`config.mk`:
```
export PLATFORM = sky130hd
export DESIGN_NAME = pipe_hazard_ctrl
export DESIGN_NICKNAME = d
export VERILOG_FILES = /design/src/rtl/pipe_ctrl_pkg.sv /design/src/rtl/fwd_unit.sv /design/src/rtl/pipe_hazard_ctrl.sv
export SDC_FILE = /design/constraint.sdc
export NUM_CORES = 1
export LEC_CHECK = 0
export ABC_AREA = 1
export CORE_UTILIZATION = 39
export CTS_BUF_LIST = sky130_fd_sc_hd__clkbuf_16
export CTS_CLUSTER_DIAMETER = 100
export DETAILED_ROUTE_END_ITERATION = 8
export MAX_ROUTING_LAYER = met4
export PLACE_DENSITY_LB_ADDON = 0.05
export SLEW_MARGIN = 25
export SYNTH_ARGS = -nofsm -noshare
export SYNTH_HDL_FRONTEND = slang
export SYNTH_HIERARCHICAL = 1
export SYNTH_SLANG_ARGS = --single-unit
```
`constraint.sdc`:
```
create_clock -name clk -period 4 [get_ports clk]
set_clock_uncertainty 0.1 [all_clocks]
set_input_delay 0.8 -clock clk [delete_from_list [all_inputs] [get_ports clk]]
set_output_delay 0.8 -clock clk [all_outputs]
set_load 0.005 [all_outputs]
```
`src/rtl/pipe_ctrl_pkg.sv`:
```
// Shared types for the pipeline hazard controller: divide FSM states and
// E-stage forwarding select encodings.
package pipe_ctrl_pkg;

    typedef enum logic [1:0] {
        DivIdle = 2'd0,
        DivBusy = 2'd1,
        DivDone = 2'd2
    } div_state_e;

    localparam logic [1:0] FWD_RF = 2'b00;
    localparam logic [1:0] FWD_W  = 2'b01;
    localparam logic [1:0] FWD_M  = 2'b10;

endpackage

```
`src/rtl/fwd_unit.sv`:
```
// Forwarding select for one E-stage source operand; M result beats W result.
module fwd_unit
    import pipe_ctrl_pkg::*;
(
    input  logic [4:0] src_i,
    input  logic [4:0] write_reg_m_i,
    input  logic       reg_write_en_m_i,
    input  logic [4:0] write_reg_w_i,
    input  logic       reg_write_en_w_i,
    output logic [1:0] sel_o
);

    logic hit_m;
    logic hit_w;

    // $0 is hardwired zero, so a write to it never produces a forwardable value
    assign hit_m = reg_write_en_m_i & (write_reg_m_i != 5'd0) & (write_reg_m_i == src_i);
    assign hit_w = reg_write_en_w_i & (write_reg_w_i != 5'd0) & (write_reg_w_i == src_i);

    always_comb begin
        sel_o = FWD_RF;
        if (hit_m) begin
            sel_o = FWD_M;
        end else if (hit_w) begin
            sel_o = FWD_W;
        end
    end

endmodule

```
`src/rtl/pipe_hazard_ctrl.sv`:
```
// Stall/flush/forwarding controller for the five-stage pipeline: sequences cache
// freezes, M-stage exceptions, multi-cycle divide, load-use and branch mispredict.
module pipe_hazard_ctrl
    import pipe_ctrl_pkg::*;
(
    input  logic       clk,
    input  logic       rst,
    input  logic [4:0] rsD,
    input  logic [4:0] rtD,
    input  logic [4:0] rsE,
    input  logic [4:0] rtE,
    input  logic [4:0] write_regE,
    input  logic [4:0] write_regM,
    input  logic [4:0] write_regW,
    input  logic       reg_write_enE,
    input  logic       reg_write_enM,
    input  logic       reg_write_enW,
    input  logic       mem_read_enE,
    input  logic       div_startE,
    input  logic       div_done,
    input  logic       pred_wrongE,
    input  logic       except_M,
    input  logic       i_stall,
    input  logic       d_stall,
    output logic       stallF,
    output logic       stallD,
    output logic       stallE,
    output logic       stallM,
    output logic       stallW,
    output logic       flushD,
    output logic       flushE,
    output logic       flushM,
    output logic       flushW,
    output logic [1:0] forwardAE,
    output logic [1:0] forwardBE,
    output logic       div_busy
);

    div_state_e state_q, state_d;
    logic       exc_pend_q, exc_pend_d;
    logic       br_pend_q, br_pend_d;

    logic       freeze;
    logic       exc;
    logic       stall_div;
    logic       lu;
    logic       br_req;
    logic [4:0] stall_vec;  // {F, D, E, M, W}
    logic [3:0] flush_vec;  // {D, E, M, W}

    assign freeze    = i_stall | d_stall;
    assign exc       = except_M | exc_pend_q;
    assign stall_div = ((state_q == DivIdle) & div_startE) | ((state_q == DivBusy) & ~div_done);
    assign lu        = mem_read_enE & reg_write_enE & (write_regE != 5'd0)
                     & ((write_regE == rsD) | (write_regE == rtD));
    assign br_req    = pred_wrongE | br_pend_q;

    always_comb begin
        stall_vec = '0;
        flush_vec = '0;
        if (!rst) begin
            if (freeze) begin
                stall_vec = 5'b11111;
            end else if (exc) begin
                flush_vec = 4'b1111;
            end else begin
                if (stall_div) begin
                    stall_vec = stall_vec | 5'b11100;
                    flush_vec = flush_vec | 4'b0010;
                end
                if (lu) begin
                    stall_vec = stall_vec | 5'b11000;
                    // a divide holding E owns that register; never bubble over it
                    if (!stall_div) begin
                        flush_vec = flush_vec | 4'b0100;
                    end
                end
                if (br_req && !stall_vec[3]) begin
                    flush_vec = flush_vec | 4'b1000;
                end
            end
        end
    end

    assign {stallF, stallD, stallE, stallM, stallW} = stall_vec;
    assign {flushD, flushE, flushM, flushW}         = flush_vec;
    assign div_busy = ~rst & (state_q != DivIdle);

    always_comb begin
        state_d    = state_q;
        exc_pend_d = exc_pend_q;
        br_pend_d  = br_pend_q;
        if (exc && !freeze) begin
            state_d    = DivIdle;
            exc_pend_d = 1'b0;
            br_pend_d  = 1'b0;
        end else begin
            exc_pend_d = freeze & (exc_pend_q | except_M);
            // redirect waits until the delay slot can actually leave D
            br_pend_d  = stall_vec[3] & br_req;
            case (state_q)
                DivIdle: begin
                    if (div_startE && !freeze) begin
                        state_d = DivBusy;
                    end
                end
                DivBusy: begin
                    if (div_done) begin
                        state_d = freeze ? DivDone : DivIdle;
                    end
                end
                DivDone: begin
                    if (!freeze) begin
                        state_d = DivIdle;
                    end
                end
                default: state_d = DivIdle;
            endcase
        end
    end

    always_ff @(posedge clk) begin
        if (rst) begin
            state_q    <= DivIdle;
            exc_pend_q <= 1'b0;
            br_pend_q  <= 1'b0;
        end else begin
            state_q    <= state_d;
            exc_pend_q <= exc_pend_d;
            br_pend_q  <= br_pend_d;
        end
    end

    fwd_unit u_fwd_a (
        .src_i           (rsE),
        .write_reg_m_i   (write_regM),
        .reg_write_en_m_i(reg_write_enM),
        .write_reg_w_i   (write_regW),
        .reg_write_en_w_i(reg_write_enW),
        .sel_o           (forwardAE)
    );

    fwd_unit u_fwd_b (
        .src_i           (rtE),
        .write_reg_m_i   (write_regM),
        .reg_write_en_m_i(reg_write_enM),
        .write_reg_w_i   (write_regW),
        .reg_write_en_w_i(reg_write_enW),
        .sel_o           (forwardBE)
    );

endmodule
```
==> results.py <==
metrics = {
    "clock_tree": {
        "cts_buffer_depth": 2,
        "numCtsBuffers": 3,
        "clock-root-buffer": "clkbuf_16",
        "worstSkewPairLatency_ns": 0.22,
        "cts_tree": "done",
        "clk_pin_slew_worst_paths_ns": 0.03,
        "hold_buffers": 0,
        "cts.sinks": 4,
        "htreeDepth": 1,
        "cts_resized": 0,
        "cts_setup_buffers": 0,
    },
    "yosys": {
        "synth-seq-cells": 4,
        "yosysSeqAreaShare_pct": 8.52,
        "synth_nets": 240,
        "synth.cell_area_um2": 940,
        "ys_types": 22,
        "yosys_warnings": 6,
        "synth_area_per_cell_um2": 4.87,
        "synthCells": 193,
    },
    "setup_path": {
        "r2r_slack_ns": 2.80,
        "cp-end-kind": "output pin",
        "critPathBufInv": 3,
        "crit_arrival_ns": 2.45,
        "crit_type": "input port to output pin",
        "crit_chain": "clkdlybuf4s50_1 -> inv_2 -> nand2_1 -> nand2_1 -> nor2_1 -> nand3_1 -> nand2_2 -> nand3_2 -> nand2_1 -> clkdlybuf4s50_1",
        "cp_slowest_cell": "clkdlybuf4s50_1",
        "critPathMaxFanout": 4,
        "cp_slowest_stage_delay_ns": 0.55,
        "cp_top_family": "buffers and inverters",
        "worstPathRequired_ns": 3.10,
        "crit_path_frequent_cell": "nand2_1",
        "cp-start-kind": "input port",
    },
    "grt": {
        "grt_max_degree": 7,
        "grt_usage_pct": 20.3,
        "grt_pass1_vias": 977,
        "grt_pass1_wl_um": 3950,
        "antenna_found_initial": 0,
        "grt-ovfl-total": 0,
    },
    "timing": {
        "timing.fmax_mhz": 299,
        "maxSlewViolCount": 0,
        "slew_headroom_pct": 83.6,
        "finalSetupViolations": 0,
        "hold_viol": 0,
        "fin_crit_sh_pct": 83.7,
        "fin_ws_ns": 0.653,
        "worst_pin_slew_ns": 0.245,
        "tns_ns": 0,
        "finalCriticalPeriod_ns": 3.35,
        "rsz0062_at_grt": "false",
    },
    "run": {
        "max-cap-violations": 0,
    },
    "route": {
        "wl_per_cell_um": 8.97,
        "drt-total-wl_um": 2510,
        "drc_errors": 0,
        "drt_first_pass_iters": 4,
        "num_vias": 1256,
        "ant_nets": 0,
        "vias_per_cell": 4.49,
        "first_iter_violations": 39,
    },
    "place": {
        "pre_cts_slack_ns": 0.644,
        "dpl.hpwl_um": 2020,
        "gp_congestion": 0.889,
        "port_buffers": 60,
    },
    "final_layout": {
        "drive_above_1_share_pct": 10.7,
        "syn2layout_area_growth_pct": 72.4,
        "mostFrequentLayoutCells": "nand2_1, clkdlybuf4s50_1, inv_1",
        "diodes": 0,
        "final_nets": 301,
        "layout.cells.most_common": "nand2_1",
        "final_util_pct": 72.5,
    },
    "power": {
        "power_per_cell_area_nw_per_um2": 204,
        "power_leakage_uw": 0.000844,
        "p_total_uw": 331,
        "ir_drop_mv": 0.220,
    },
    "floorplan": {
        "die_h_um": 51.1,
        "die_x_um": 51.1,
        "die-area_um2": 2610,
        "ioPinCount": 61,
        "initial_core_util_pct": 42.1,
        "row_count": 17,
        "core-area_um2": 2230,
    },
    "hold_path": {
        "hold_path.class": "flop to flop",
    },
    "status": {
        "run_status": "finished clean",
    },
}
-- power breakdown --
group / switching [uW] / internal, uW
Combinational: 58.8 / 74.8
Sequential: 1.12 / 42.3
Clock: 26.7 / 128
Total: 86.6 / 245
-- registers in the layout (all words and copies together) (netlist names) --
signal and cells:
state_q 2, br_pend_q 1, exc_pend_q 1
-- worst paths after layout --
path,from,end,cells after the start
hold reg to reg,br_pend_q,br_pend_q,2
hold / removal,br_pend_q,br_pend_q,2
setup reg to reg,state_q[1],br_pend_q,7
setup / recovery,write_regE[1],stallD,10
-- metal layers --
metal,global-route usage [%],part of all wire [%]
met1,25.5,48
met2,32.9,45
met3,3.87,6.6
met4,5.56,0.84
met5,-,0
-- final cells by class --
type	count	area, um^2
multi-input combinational	139	657
fill	209	613
timing repair buffer	60	601
inverter	46	173
sequential	4	80.1
clock buffer	3	75.1
tap	28	35.0
-- cell families (layout without fill, tap and decap cells) --
| logic type | Yosys count | count (layout) | share of synthesized area (%) |
|---|---|---|---|
| AND/OR/NAND/NOR | 118 | 118 | 54.7 |
| buffers and inverters | 50 | 109 | 21.6 |
| AO/OA/AOI/OAI | 17 | 17 | 11.5 |
| XOR/XNOR | 4 | 4 | 3.73 |
| flip-flops | 4 | 4 | 8.52 |
-- per-stage QoR --
step	instances	instance area, um^2	hold WS [ns]
after floorplan	193	940	0.345
final	280	1620	0.380
after global routing	280	1620	0.410
after global placement	277	1550	0.361
after CTS	280	1620	0.380
after detailed placement	277	1550	0.367
-- worst min-delay path: stages, from the launching register on --
cell	delay [ns]
dfxtp_1	0.30
nor2_1	0.06
a21oi_2	0.08
-- synth_stat cells --
cell type  number  share of area, %
nand2_1        63                25
inv_1          37                15
nor2_1         25                10
nand3_1        14               7.5
inv_2           9               3.6
o21ai_0         7               3.7
nor2_2          5               3.3
a21oi_1         4               2.1
buf_4           4               3.2
dfxtp_1         4               8.5
nand2_2         4               2.7
a21boi_0        2               1.6
a21oi_2         2               1.9
nand4_1         2               1.3
nor2_4          2               2.4
xnor2_1         2               1.9
xor2_1          2               1.9
a211oi_1        1              0.80
nand3_2         1               1.1
nand3b_1        1              0.80
nor3_1          1              0.53
o31ai_2         1               1.3
No activity file was read; power rests on OpenSTA's default activity.
==> RTL edit 1 (config.mk and constraints unchanged) <==
Add an input register stage for `div_startE` and `div_done`, cleared by the reset; this delays them by one clock. The other inputs are not delayed to match.
--- a/src/rtl/pipe_hazard_ctrl.sv
+++ b/src/rtl/pipe_hazard_ctrl.sv
@@ -36,6 +36,19 @@
     output logic       div_busy
 );
 
+    logic div_startE_q;
+    logic div_done_q;
+
+    always_ff @(posedge clk) begin
+        if (rst) begin
+            div_startE_q <= '0;
+            div_done_q   <= '0;
+        end else begin
+            div_startE_q <= div_startE;
+            div_done_q   <= div_done;
+        end
+    end
+
     div_state_e state_q, state_d;
     logic       exc_pend_q, exc_pend_d;
     logic       br_pend_q, br_pend_d;
@@ -50,7 +63,7 @@
 
     assign freeze    = i_stall | d_stall;
     assign exc       = except_M | exc_pend_q;
-    assign stall_div = ((state_q == DivIdle) & div_startE) | ((state_q == DivBusy) & ~div_done);
+    assign stall_div = ((state_q == DivIdle) & div_startE_q) | ((state_q == DivBusy) & ~div_done_q);
     assign lu        = mem_read_enE & reg_write_enE & (write_regE != 5'd0)
                      & ((write_regE == rsD) | (write_regE == rtD));
     assign br_req    = pred_wrongE | br_pend_q;
@@ -100,12 +113,12 @@
             br_pend_d  = stall_vec[3] & br_req;
             case (state_q)
                 DivIdle: begin
-                    if (div_startE && !freeze) begin
+                    if (div_startE_q && !freeze) begin
                         state_d = DivBusy;
                     end
                 end
                 DivBusy: begin
-                    if (div_done) begin
+                    if (div_done_q) begin
                         state_d = freeze ? DivDone : DivIdle;
                     end
                 end
Behaviour: not the same (Yosys sat finds a counterexample within 4 cycles, from zero or initial values and one cycle with rst high).
==> RTL edit 1 against the original RTL <==
Via count rose by 4.4%. First-iteration DRC count decreased by 46%. Highest routed layer unchanged. Total power increased by 8.7%. Count of clock-buffer cells in the layout is the same. Synthesized area increased by 8.4%. Sequential cell count grew 2. Register-to-register slack is essentially flat. Critical path depth is 1 lower. Global-route usage rose by 0.72 points. Worst setup slack lost 48 ps. Routed wire length up 5.6%. Core utilization is 3.9 points lower. Design area up 5.0%. Synthesized cell count grew 3.6%.
==> RTL edit 1: results (changes against the original RTL) <==
[layout]
top_register = state_q  ; unchanged
layout.nets = 308  ; was 301
fillCellCount = 236  ; was 209
largest_register_ff_count = 2  ; unchanged
antennaDiodeCount = 0  ; unchanged
post_route_cells_drive_above_1_share = 0.1544  ; was 0.1071

[timing]
worst_slew_slack_as_a_fraction_of_its_limit = 0.7973  ; was 0.8362

[route]
drt_pass1_iterations = 4  ; unchanged
postRouteWirelength_um = 2652  ; was 2511 um
drtAntennaViolNets = 0  ; unchanged
drt-vias-per-instance = 4.536  ; was 4.486
detail_route.iter0.violations = 21  ; was 39

[synth]
asyncSetResetFlopFracSynth = 0  ; unchanged
synth-compound-area-share = 0.1216  ; was 0.1145
synth_nets = 247  ; was 240
post_synth_fa_ha_maj_area_fraction = 0  ; unchanged
synthMostInstantiatedCell = nand2_1  ; unchanged
yosysWarningCount = 6  ; unchanged
synth_cell_type_count = 22  ; unchanged
synth_flop_cell = dfxtp_1  ; unchanged
netlist_top_cells_count = nand2_1 (58), inv_1 (33), nor2_1 (22)  ; was nand2_1 (63), inv_1 (37), nor2_1 (25)
register_area_share_after_synthesis = 0.1179  ; was 0.08522
parity_gate_share_of_the_synthesized_area_counting_xor_and_xnor_cells = 0.03440  ; was 0.03728
synth_top_cells_by_area = nand2_1 (21%), inv_1 (12%), dfxtp_1 (12%), nor2_1 (8.1%), nor2_2 (6.8%)  ; was nand2_1 (25%), inv_1 (15%), nor2_1 (10%), dfxtp_1 (8.5%), nand3_1 (7.5%)
synth.area.mux_share = 0  ; unchanged

[global_route]
initial_antenna_violation_count = 0  ; unchanged
grt_max_degree = 8  ; was 7
grt_pass1_wl_um = 4250  ; was 3946 um
vias_in_the_first_global_route = 1111  ; was 977
grt_usage = 0.2100  ; was 0.2028

[critical_path]
reg2reg_depth = 5  ; was 7
critical_path.max_fanout = 5  ; was 4
critPathArrivalTime_ps = 2490  ; was 2450 ps

[placed_design]
port-buffer-count = 60  ; unchanged
dp_hpwl_um = 2196  ; was 2018 um
routabilityCongestion = 0.8492  ; was 0.8891

[cts]
clock_path_buffers = 2  ; unchanged
cts-buffers-inserted = 3  ; unchanged
postCtsResizedCells = 0  ; unchanged
clock_tree_root_driver_cell = clkbuf_16  ; unchanged
clkLatencyLatePin_ps = 230
post-cts-setup-buffer-count = 0  ; unchanged
htree_levels = 1  ; unchanged
clk_pin_slew_worst_paths_ps = 30  ; about the same

[power_and_ir_drop]
worst_ir_drop_vdd_mv = 0.2639  ; was 0.2202 mV
leakage_power_total_nw = 0.8659  ; was 0.8441 nW

[worst_hold_path]
holdCritPathClass = reg2reg  ; unchanged
hold_depth = 2  ; unchanged

[run_status]
outcome = finished, final reports clean  ; unchanged

## RTL edit 1: worst paths after layout
path                            slack [ps]               startpoint              endpoint
worst min-delay path                   390     br_pend_q$_SDFF_PP0_  br_pend_q$_SDFF_PP0_
worst max-delay path                   610                  d_stall                flushD
worst min register to register         390     br_pend_q$_SDFF_PP0_  br_pend_q$_SDFF_PP0_
worst max register to register        2800  state_q[1]$_SDFFE_PP0P_  br_pend_q$_SDFF_PP0_
## RTL edit 1: cell type report
cell class | instances | area, um^2 | share of cell area
Clock buffer | 3 | 75.07 | 0.04412
Inverter | 47 | 176.4 | 0.1037
Multi-Input combinational cell | 143 | 691.9 | 0.4066
Sequential cell | 6 | 120.1 | 0.07059
Tap cell | 30 | 37.54 | 0.02206
Timing Repair Buffer | 60 | 600.6 | 0.3529
## RTL edit 1: where the power goes
group,leakage (nW),total (mW),switching [mW],internal [mW]
combinational,0.779,0.136,0.0606,0.0752
clock,0.0370,0.160,0.0317,0.128
sequential,0.0494,0.0644,0.00128,0.0631
total,0.866,0.360,0.0936,0.266
## RTL edit 1: kinds of logic (layout without fill, tap and decap cells)
| group | after synthesis | in the layout |
|---|---|---|
| compound gates | 21 | 21 |
| xor+xnor | 4 | 4 |
| buf+inv | 51 | 110 |
| flops | 6 | 6 |
| simple gates | 118 | 118 |
## RTL edit 1: critical path, cell delays in order
cell and delay [ps]:
clkdlybuf4s50_1 440, nor2_4 190, inv_2 80, nor2_2 110
inv_2 50, nor2_1 150, inv_1 70, o21ai_1 70
clkdlybuf4s50_1 530
## RTL edit 1: routing by layer
| metal | GRT usage | share of wire |
|---|---|---|
| met4 | 0.07895 | 0.014 |
| met5 | - | 0 |
| met2 | 0.3797 | 0.49 |
| met1 | 0.2313 | 0.46 |
| met3 | 0.02874 | 0.041 |
## RTL edit 1: metrics by stage
stage / cell area, um^2 / instances / power [mW] / util / setup WS, ps
floorplan: 1018 / 200 / 0.1254 / - / 1594
global placement: 1627 / 286 / 0.1999 / 0.6566 / 609.1
detailed placement: 1627 / 286 / 0.2008 / 0.6566 / 593.9
CTS: 1702 / 289 / 0.3637 / 0.6869 / 588.8
global route: 1702 / 289 / 0.3809 / 0.6869 / 472.4
finish: 1702 / 289 / 0.3599 / 0.6869 / 605.3
==> RTL edit 2 (same flow settings) <==
Made on the original files. Reset style: asynchronous (`rst`), changed in one clocked block.
--- a/src/rtl/pipe_hazard_ctrl.sv
+++ b/src/rtl/pipe_hazard_ctrl.sv
@@ -119,7 +119,7 @@
         end
     end
 
-    always_ff @(posedge clk) begin
+    always_ff @(posedge clk or posedge rst) begin
         if (rst) begin
             state_q    <= DivIdle;
             exc_pend_q <= 1'b0;
Behaviour: no difference found for any inputs over 10 cycles, from zero or initial values and one cycle with rst high; that may be too few to reach the edited logic, so the function may still have changed.
==> RTL edit 2 against the original RTL <==
Design area increased by 0.93%. Critical path depth unchanged. Worst setup slack improved by 6.4 ps. Routed wire length increased by 5.5%. Synthesized cell count increased by 3.6%. Total power increased by 25%. Sequential power increased by 42%. Combinational power increased by 46%. Count of clock-buffer cells in the layout unchanged. Sequential cell count unchanged. Synthesized area increased by 1.6%. Largest cell class unchanged. Highest routed layer unchanged.
==> RTL edit 2: results (changes against the original RTL) <==
[placed_design]
dp_hpwl_um = 2143  ; was 2018 um
port-buffer-count = 60  ; unchanged
routabilityCongestion = 0.8224  ; was 0.8891

[route]
detailroute.via_count = 1283  ; was 1,256
met2_length_um = 1185  ; was 1126 um
route.layer.met1.wl_um = 1288  ; was 1197 um
wl_met3_um = 146  ; was 165 um
detail_route.iter0.violations = 24  ; was 39

[timing]
worst_hold_slack_ps = 375.7  ; was 379.5 ps
tightest_slew_ps = 255.9  ; was 244.9 ps

[layout]
post_route_cells_drive_above_1_share = 0.07722  ; was 0.1071
layout.nets = 308  ; was 301
antennaDiodeCount = 0  ; unchanged
stdcell_count = 287  ; was 280
fillCellCount = 215  ; was 209

[power_and_ir_drop]
internal_power_uw = 279.4  ; was 244.6 uW
leakage_power_total_nw = 0.8869  ; was 0.8441 nW
worst_ir_drop_vdd_mv = 0.2392  ; was 0.2202 mV

[synth]
synthesis.area_per_instance_um2 = 4.773  ; was 4.869 um^2
synth_top_cells_by_area = nand2_1 (26%), inv_1 (17%), nor2_1 (12%), dfrtp_1 (10%), nand3_1 (6.3%)  ; was nand2_1 (25%), inv_1 (15%), nor2_1 (10%), dfxtp_1 (8.5%), nand3_1 (7.5%)
synth_nets = 247  ; was 240
register_area_share_after_synthesis = 0.1048  ; was 0.08522
synth_flop_cell = dfrtp_1  ; was dfxtp_1
asyncSetResetFlopFracSynth = 1.000  ; was 0
synth_cell_type_count = 19  ; was 22

[global_route]
grt_usage = 0.2211  ; was 0.2028
grt_pass1_wl_um = 4402  ; was 3946 um
vias_in_the_first_global_route = 1114  ; was 977

[run_status]
outcome = finished, final reports clean  ; unchanged

[critical_path]
ff2ff_setup_slack_ps = 2720  ; was 2800 ps
cp_slowest_stage_delay_ps = 510  ; was 550 ps
critical_path.max_fanout = 3  ; was 4

==> RTL edit 2: cell types whose count changed after synthesis, sizes merged <==
cell / unedited run / this run
o21ai: 7 / 12
dfrtp: 0 / 4
dfxtp: 4 / 0
nand2: 67 / 70
nor2: 32 / 35
inv: 46 / 48
nand3: 15 / 13
a211oi: 1 / 0
nand4: 2 / 1
nor3: 1 / 0
o31ai: 1 / 0
==> RTL edit 2: stage by stage <==
stage               area (um^2)  setup WS [ps]
finish                     1635          659.5
global route               1635          456.5
CTS                        1635          645.4
detailed placement         1560          638.9
global placement           1560          651.7
floorplan                 954.7           1604
==> RTL edit 2: cells by family after synthesis <==
logic type,synth area share
flip-flops,0.1049
XOR/XNOR,0.03670
AND/OR/NAND/NOR,0.5243
buffers and inverters,0.2202
AO/OA/AOI/OAI,0.1140
==> RTL edit 2: layer usage <==
metal | vias to the layer above | track usage
met3 | 4 | 0.02976
met1 | 530 | 0.2860
li1 | 707 | -
met5 | - | -
met2 | 42 | 0.3615
met4 | 0 | 0.05405
==> RTL edit 2: path summary, 6_finish.rpt <==
path / from / endpoint / cells after the start
worst max-delay path: write_regE[2] / flushE / 10
worst max register to register: state_q[0]$_DFFE_PP0P_ / br_pend_q$_DFF_PP0_ / 5
worst min register to register: exc_pend_q$_DFF_PP0_ / exc_pend_q$_DFF_PP0_ / 2
max in group asynchronous: rst / exc_pend_q$_DFF_PP0_ / 2
min in group asynchronous: rst / state_q[1]$_DFFE_PP0P_ / 2
worst min-delay path: exc_pend_q$_DFF_PP0_ / exc_pend_q$_DFF_PP0_ / 2
==> RTL edit 2: layout make-up <==
type	instances	share of cell area
Multi-Input combinational cell	144	0.3940
Timing Repair Buffer	60	0.3673
Inverter	48	0.1102
Sequential cell	4	0.06121
Clock buffer	3	0.04591
Tap cell	28	0.02142
==> RTL edit 2: power by group through the flow <==
stage | Combinational, mW | Clock, mW | Sequential (mW)
detailed placement | 0.192 | 0 | 0.0613
floorplan | 0.102 | 0 | 0.0596
finish | 0.195 | 0.156 | 0.0618
global placement | 0.190 | 0 | 0.0609
CTS | 0.195 | 0.157 | 0.0618
global route | 0.220 | 0.160 | 0.0637
==> RTL edit 2: worst register-to-register path, stage by stage (launching register included) <==
cell and delay, ps:
dfrtp_1 410, inv_1 80, nand2_1 80, o21ai_1 230, a21oi_1 150, a21oi_1 160
